--- config.mk ---
export PLATFORM = sky130hd
export DESIGN_NAME = fp_normalize
export DESIGN_NICKNAME = d
export VERILOG_FILES = /design/src/rtl/fp_pkg.sv /design/src/rtl/fp_round.sv /design/src/rtl/fp_normalize.sv
export SDC_FILE = /design/constraint.sdc
export NUM_CORES = 1
export LEC_CHECK = 0
export BUFFER_PORTS_ARGS = -buffer_cell sky130_fd_sc_hd__buf_2
export CAP_MARGIN = 20
export CORE_MARGIN = 2
export CORE_UTILIZATION = 54
export DETAILED_ROUTE_END_ITERATION = 16
export PLACE_DENSITY = 0.87
export SLEW_MARGIN = 20
export SYNTH_ARGS = -nofsm -noshare
export SYNTH_HDL_FRONTEND = slang
export SYNTH_SLANG_ARGS = --single-unit
--- constraint.sdc ---
create_clock -name clk -period 2.5 [get_ports clk]
set_clock_uncertainty 0.15 [all_clocks]
set_input_delay 0.375 -clock clk [delete_from_list [all_inputs] [get_ports clk]]
set_output_delay 0.375 -clock clk [all_outputs]
set_load 0.03 [all_outputs]
--- src/rtl/fp_pkg.sv ---
// Shared definitions for the floating-point normalize/round/pack block.
// Holds the FSM state encoding, field widths, the layout of the raw ALU
// mantissa and a helper that packs sign/exponent/fraction into an
// IEEE-754 single-precision word.
package fp_pkg;

    localparam int EXP_W  = 8;
    localparam int FRAC_W = 23;
    localparam int MANT_W = 28;

    localparam logic [EXP_W-1:0] EXP_MAX = 8'hFF;

    // Raw mantissa layout: [27] carry, [26] hidden, [25:3] fraction, [2:0] G/R/S
    localparam int CARRY_BIT  = 27;
    localparam int HIDDEN_BIT = 26;
    localparam int FRAC_LSB   = 3;

    typedef enum logic [1:0] {
        IDLE  = 2'd0,
        SHIFT = 2'd1,
        ROUND = 2'd2,
        DONE  = 2'd3
    } state_t;

    function automatic logic [31:0] fp_pack(input logic             sign,
                                            input logic [EXP_W-1:0] exp,
                                            input logic [FRAC_W-1:0] frac);
        return {sign, exp, frac};
    endfunction

endpackage

--- src/rtl/fp_round.sv ---
// Round-to-nearest-even helper (purely combinational).
// Ports:
//   sig_in      : hidden bit + fraction (24 bits), LSB is the fraction LSB
//   guard/round_bit/sticky : bits below the fraction LSB
//   round_inc   : 1 when RNE says to add one ULP
//   round_carry : the increment overflowed past the hidden bit
//   sig_out     : rounded significand (all zero when round_carry is set,
//                 which is exactly the fraction of the renormalized value)
module fp_round
    import fp_pkg::*;
(
    input  logic [FRAC_W:0] sig_in,
    input  logic            guard,
    input  logic            round_bit,
    input  logic            sticky,
    output logic            round_inc,
    output logic            round_carry,
    output logic [FRAC_W:0] sig_out
);

    // Above half rounds up; an exact half rounds up only to reach an even LSB.
    assign round_inc = guard & (round_bit | sticky | sig_in[0]);
    assign {round_carry, sig_out} = {1'b0, sig_in} + {{(FRAC_W+1){1'b0}}, round_inc};

endmodule

--- src/rtl/fp_normalize.sv ---
// Normalize, round and pack a raw floating-point add/sub result.
// One shift per cycle in SHIFT, then optional RNE rounding in ROUND, then
// the packed result is held in DONE until the consumer takes it.
// Build option: FP_NORM_ROUND_EN compiles in the ROUND state and RNE
// rounding; without it G/R/S are truncated and SHIFT goes straight to DONE.
// Ports:
//   clk, rst          : clock, synchronous active-high reset
//   in_valid/in_ready : input handshake (ready only in IDLE)
//   in_sign/exp/mant  : raw result; mant[27:0] used, [31:28] ignored
//   out_valid/ready   : output handshake (valid only in DONE)
//   out_result        : IEEE-754 single-precision result
//   out_zero/ovf/unf  : at most one set: zero, overflow (inf), underflow (flush)
module fp_normalize
    import fp_pkg::*;
(
    input  logic             clk,
    input  logic             rst,
    input  logic             in_valid,
    output logic             in_ready,
    input  logic             in_sign,
    input  logic [EXP_W-1:0] in_exp,
    input  logic [31:0]      in_mant,
    output logic             out_valid,
    input  logic             out_ready,
    output logic [31:0]      out_result,
    output logic             out_zero,
    output logic             out_ovf,
    output logic             out_unf
);

    state_t              state_q, state_d;
    logic                sign_q, sign_d;
    logic [EXP_W-1:0]    exp_q, exp_d;
    logic [MANT_W-1:0]   mant_q, mant_d;
    logic [31:0]         result_q, result_d;
    logic                zero_q, zero_d;
    logic                ovf_q, ovf_d;
    logic                unf_q, unf_d;

    logic unused_mant_hi;
    assign unused_mant_hi = ^in_mant[31:MANT_W];

`ifdef FP_NORM_ROUND_EN
    logic               round_inc, round_carry;
    logic [FRAC_W:0]    sig_rnd;
    logic [EXP_W-1:0]   exp_rnd;

    fp_round u_round (
        .sig_in      (mant_q[HIDDEN_BIT:FRAC_LSB]),
        .guard       (mant_q[2]),
        .round_bit   (mant_q[1]),
        .sticky      (mant_q[0]),
        .round_inc   (round_inc),
        .round_carry (round_carry),
        .sig_out     (sig_rnd)
    );

    assign exp_rnd = exp_q + {{(EXP_W-1){1'b0}}, round_carry};
`endif

    always_comb begin
        state_d  = state_q;
        sign_d   = sign_q;
        exp_d    = exp_q;
        mant_d   = mant_q;
        result_d = result_q;
        zero_d   = zero_q;
        ovf_d    = ovf_q;
        unf_d    = unf_q;

        case (state_q)
            IDLE: begin
                if (in_valid) begin
                    sign_d  = in_sign;
                    exp_d   = in_exp;
                    mant_d  = in_mant[MANT_W-1:0];
                    state_d = SHIFT;
                end
            end
            SHIFT: begin
                if (mant_q == '0) begin
                    result_d = '0;
                    {zero_d, ovf_d, unf_d} = 3'b100;
                    state_d  = DONE;
                end else if (exp_q == EXP_MAX) begin
                    result_d = fp_pack(sign_q, EXP_MAX, '0);
                    {zero_d, ovf_d, unf_d} = 3'b010;
                    state_d  = DONE;
                end else if (mant_q[CARRY_BIT]) begin
                    // The bit shifted out lands in sticky so rounding still sees it.
                    mant_d = {1'b0, mant_q[MANT_W-1:2], mant_q[1] | mant_q[0]};
                    exp_d  = exp_q + 1'b1;
                end else if (!mant_q[HIDDEN_BIT] && exp_q <= 8'd1) begin
                    result_d = fp_pack(sign_q, '0, '0);
                    {zero_d, ovf_d, unf_d} = 3'b001;
                    state_d  = DONE;
                end else if (!mant_q[HIDDEN_BIT]) begin
                    mant_d = {mant_q[MANT_W-2:0], 1'b0};
                    exp_d  = exp_q - 1'b1;
                end else begin
`ifdef FP_NORM_ROUND_EN
                    state_d = ROUND;
`else
                    result_d = fp_pack(sign_q, exp_q, mant_q[HIDDEN_BIT-1:FRAC_LSB]);
                    {zero_d, ovf_d, unf_d} = 3'b000;
                    state_d  = DONE;
`endif
                end
            end
`ifdef FP_NORM_ROUND_EN
            ROUND: begin
                // On a rounding carry sig_rnd is all zero, which is also the
                // fraction after the renormalizing right shift.
                if (exp_rnd == EXP_MAX) begin
                    result_d = fp_pack(sign_q, EXP_MAX, '0);
                    {zero_d, ovf_d, unf_d} = 3'b010;
                end else begin
                    result_d = fp_pack(sign_q, exp_rnd,
                                       round_inc ? sig_rnd[FRAC_W-1:0]
                                                 : mant_q[HIDDEN_BIT-1:FRAC_LSB]);
                    {zero_d, ovf_d, unf_d} = 3'b000;
                end
                state_d = DONE;
            end
`endif
            DONE: begin
                if (out_ready) state_d = IDLE;
            end
            default: state_d = IDLE;
        endcase
    end

    always_ff @(posedge clk) begin
        if (rst) begin
            state_q  <= IDLE;
            sign_q   <= 1'b0;
            exp_q    <= '0;
            mant_q   <= '0;
            result_q <= '0;
            zero_q   <= 1'b0;
            ovf_q    <= 1'b0;
            unf_q    <= 1'b0;
        end else begin
            state_q  <= state_d;
            sign_q   <= sign_d;
            exp_q    <= exp_d;
            mant_q   <= mant_d;
            result_q <= result_d;
            zero_q   <= zero_d;
            ovf_q    <= ovf_d;
            unf_q    <= unf_d;
        end
    end

    assign in_ready   = (state_q == IDLE);
    assign out_valid  = (state_q == DONE);
    assign out_result = result_q;
    assign out_zero   = zero_q;
    assign out_ovf    = ovf_q;
    assign out_unf    = unf_q;

endmodule

==> metrics.txt <==
largest net degree at the start of global routing 48; Mapped Avg Cell Area 8.27 µm²; Core ar. 6760 µm²; min cycle time layout 2.35 ns; clock tree buffer depth 2; die width 87.1 µm; worst vdd ir 0.000503 V; CTS tree built; Startpoint Class register; via count 3893; Hold WS 0.119 ns; vias in the first global route 3492; most common cell after layout, fill and taps aside buf_2; syn_nets 499; worst stage delay on the critical path 0.43 ns; hpwl dp 6.94 mm; Crit Path Class register to register; DRC viols 0; CP Launch Point exp_q[1]$_SDFFE_PP0P_; cell area after synthesis 3730 µm²; max_slew headroom 59.8%; Die Ht 87.1 µm; sequential area share after synthesis 39.7%; mux share of post-synthesis cell area 0.268%; Final Hold Fails 0; nets 564; Antenna Nets Post-Route 0; Initial Util 55.2%; Crit-path slowest cell dfxtp_1; share of cells above drive strength 1 25.9%; Core Rows 30; grt ovf 0; number of flops mapped to enable cells by yosys 0; worst slew pin tran 0.600 ns; gr usage total 28.4%; r2r setup slk 0.15 ns; Synth Area in Compound Gates 34.0%; most frequent cells in the layout buf_2 (77), dfxtp_1 (73), o21ai_0 (57); routed length per placed instance 17.8 µm; Setup-failing EPs final 0; cell area after layout 4470 µm²; wire length of the first global-routing pass 17.0 mm; count of pins over their slew limit 0; simple-gate share of the synthesized area 18.4%; CP Max Fanout 24; register bit total from synthesis 74; worst hold path depth 3; Die ar. 7590 µm²; Hold WC Path Type primary input to register; hold_sp in_sign; H-tree levels 3; Layout area overhead 19.9%; cell seen most often among critical-path stages buf_12; cell depth of the worst flop-to-flop path 10; Cell Chain, Critical Path inv_1 -> ha_1 -> nor2_1 -> nor4b_4 -> o21ba_2 -> o31ai_4 -> buf_12 -> buf_12 -> nand3_1 -> o21ai_0; Post-CTS Hold Buffers 0; wirelength, routed 10.7 mm; highest clock rate 425 MHz; Antenna diodes 0; YS warnings 0; total CTS buffers 9; clock insertion delay at the later pin of the skew report 0.37 ns; outcome complete, no violations; port bufs 77; P per Cell Area 973 nW/µm²; xor/xnor share of the synthesized area 0.235%; Final period util 94.0%; Synth Area in Adders 1.01%; Critical Path End out_result[2]$_SDFFE_PP0P_; DRT iter0 DRCs 632; Crit path required time 2.63 ns; antenna violations before repair 0; RSZ-0062 raised after global routing true; dpl cells 582; Max-Cap Viols 0; post-place instance area 4190 µm²; I/O pin count 82; crit path DAT 2.48 ns; Synth async-reset ratio 0%; Leak 1.78 nW; Worst R2R End out_result[2]$_SDFFE_PP0P_; Critical R2R Launch exp_q[1]$_SDFFE_PP0P_; cells after synthesis 451; vias per std cell 6.48; Total Power 0.00435 W; Main synth FF type dfxtp_1; drt pass-1 iters 5; Routability Congestion 0.916; largest family of logic cells by synthesized area compound AO/OA/AOI/OAI gates; Final Non-Filler Cells 601; post-synth cell types 49; crit end category register; Sink Count 74; clock root buffer master clkbuf_8; Worst-path clk slew 0.08 ns
[synth_stat cells, types with 3 or more instances]
master	instances	area share, %
nor4_1	6	1.0
inv_1	5	0.50
nor2_1	22	2.2
buf_2	11	1.5
nand2_1	51	5.1
buf_1	5	0.50
nand3_1	30	4.0
o2111ai_1	22	5.2
nor3b_1	3	0.60
nor3_1	7	0.94
a221o_1	21	5.6
dfxtp_1	74	40
nand4_1	6	1.0
o21ai_0	57	7.6
ha_1	3	1.0
clkbuf_1	30	3.0
buf_6	3	0.91
a21oi_1	40	5.4
a22o_1	7	1.6
a22oi_1	4	0.81
a32o_1	4	1.1
o31ai_1	4	0.81
[how the worst min path moves through the flow]
stage | endpoint | slack (ns)
floorplan | sign_q$_SDFFE_PP0P_ | 0.29
global placement | out_result[3]$_SDFFE_PP0P_ | 0.29
detailed placement | out_zero$_SDFFE_PP0P_ | 0.30
CTS | sign_q$_SDFFE_PP0P_ | 0.12
global route | state_q[0]$_SDFFE_PP0P_ | 0.16
finish | sign_q$_SDFFE_PP0P_ | 0.12
[logic make-up (layout without fill, tap and decap cells)]
family	Yosys count	after routing
compound gates	178	178
simple gates	140	140
buf+inv	54	124
xor+xnor	1	1
flops	74	74
mux	1	1
fa+ha+maj	3	3
[worst max-delay path: cells and delay by family (launching register included)]
kind / cells / cell delay, ns
fa+ha+maj: 1 / 0.24
compound gates: 3 / 0.68
simple gates: 3 / 0.37
buf+inv: 3 / 0.41
flops: 1 / 0.43
[area by class of cell]
cell class | instances | area, µm²
Timing Repair Buffer | 103 | 623
Tap cell | 80 | 100
Inverter | 5 | 18.8
Clock buffer | 9 | 124
Clock inverter | 7 | 100
Multi-Input combinational cell | 323 | 2020
Sequential cell | 74 | 1480
Fill cell | 572 | 2280
[per-layer routing]
metal / share of wire (%) / up-vias / global-route usage, %
met1: 43 / 1793 / 40.3
li1: - / 1824 / -
met2: 46 / 241 / 41.9
met4: 2.8 / 0 / 13.3
met5: 0 / - / 0
met3: 8.5 / 35 / 4.74
[metrics by stage]
step	setup TNS, ns	util [%]	setup slack (ns)
2_1_floorplan	0	-	0.323
3_3_place_gp	0	61.9	0.265
3_5_place_dp	0	61.9	0.165
4_1_cts	0	65.3	0.129
5_1_grt	-0.00979	66.2	-0.00979
6_report	0	66.2	0.150
[power breakdown]
group	leakage (nW)	internal (W)	switching [W]
Sequential	0.604	0.00136	0.000242
Clock	0.114	0.000570	0.000488
Combinational	1.06	0.000670	0.00103
[sequential cells by signal (all words and copies together) (netlist names)]
signal / count
out_zero: 1
exp_q: 8
out_ovf: 1
out_unf: 1
out_result: 32
sign_q: 1
state_q: 2
mant_q: 28
[timing repair]
item	4_1_cts	5_1_grt
buffers inserted	0	2
resized for setup	0	3
setup endpoints to repair	0	26
(Power assumes the default switching activity.)
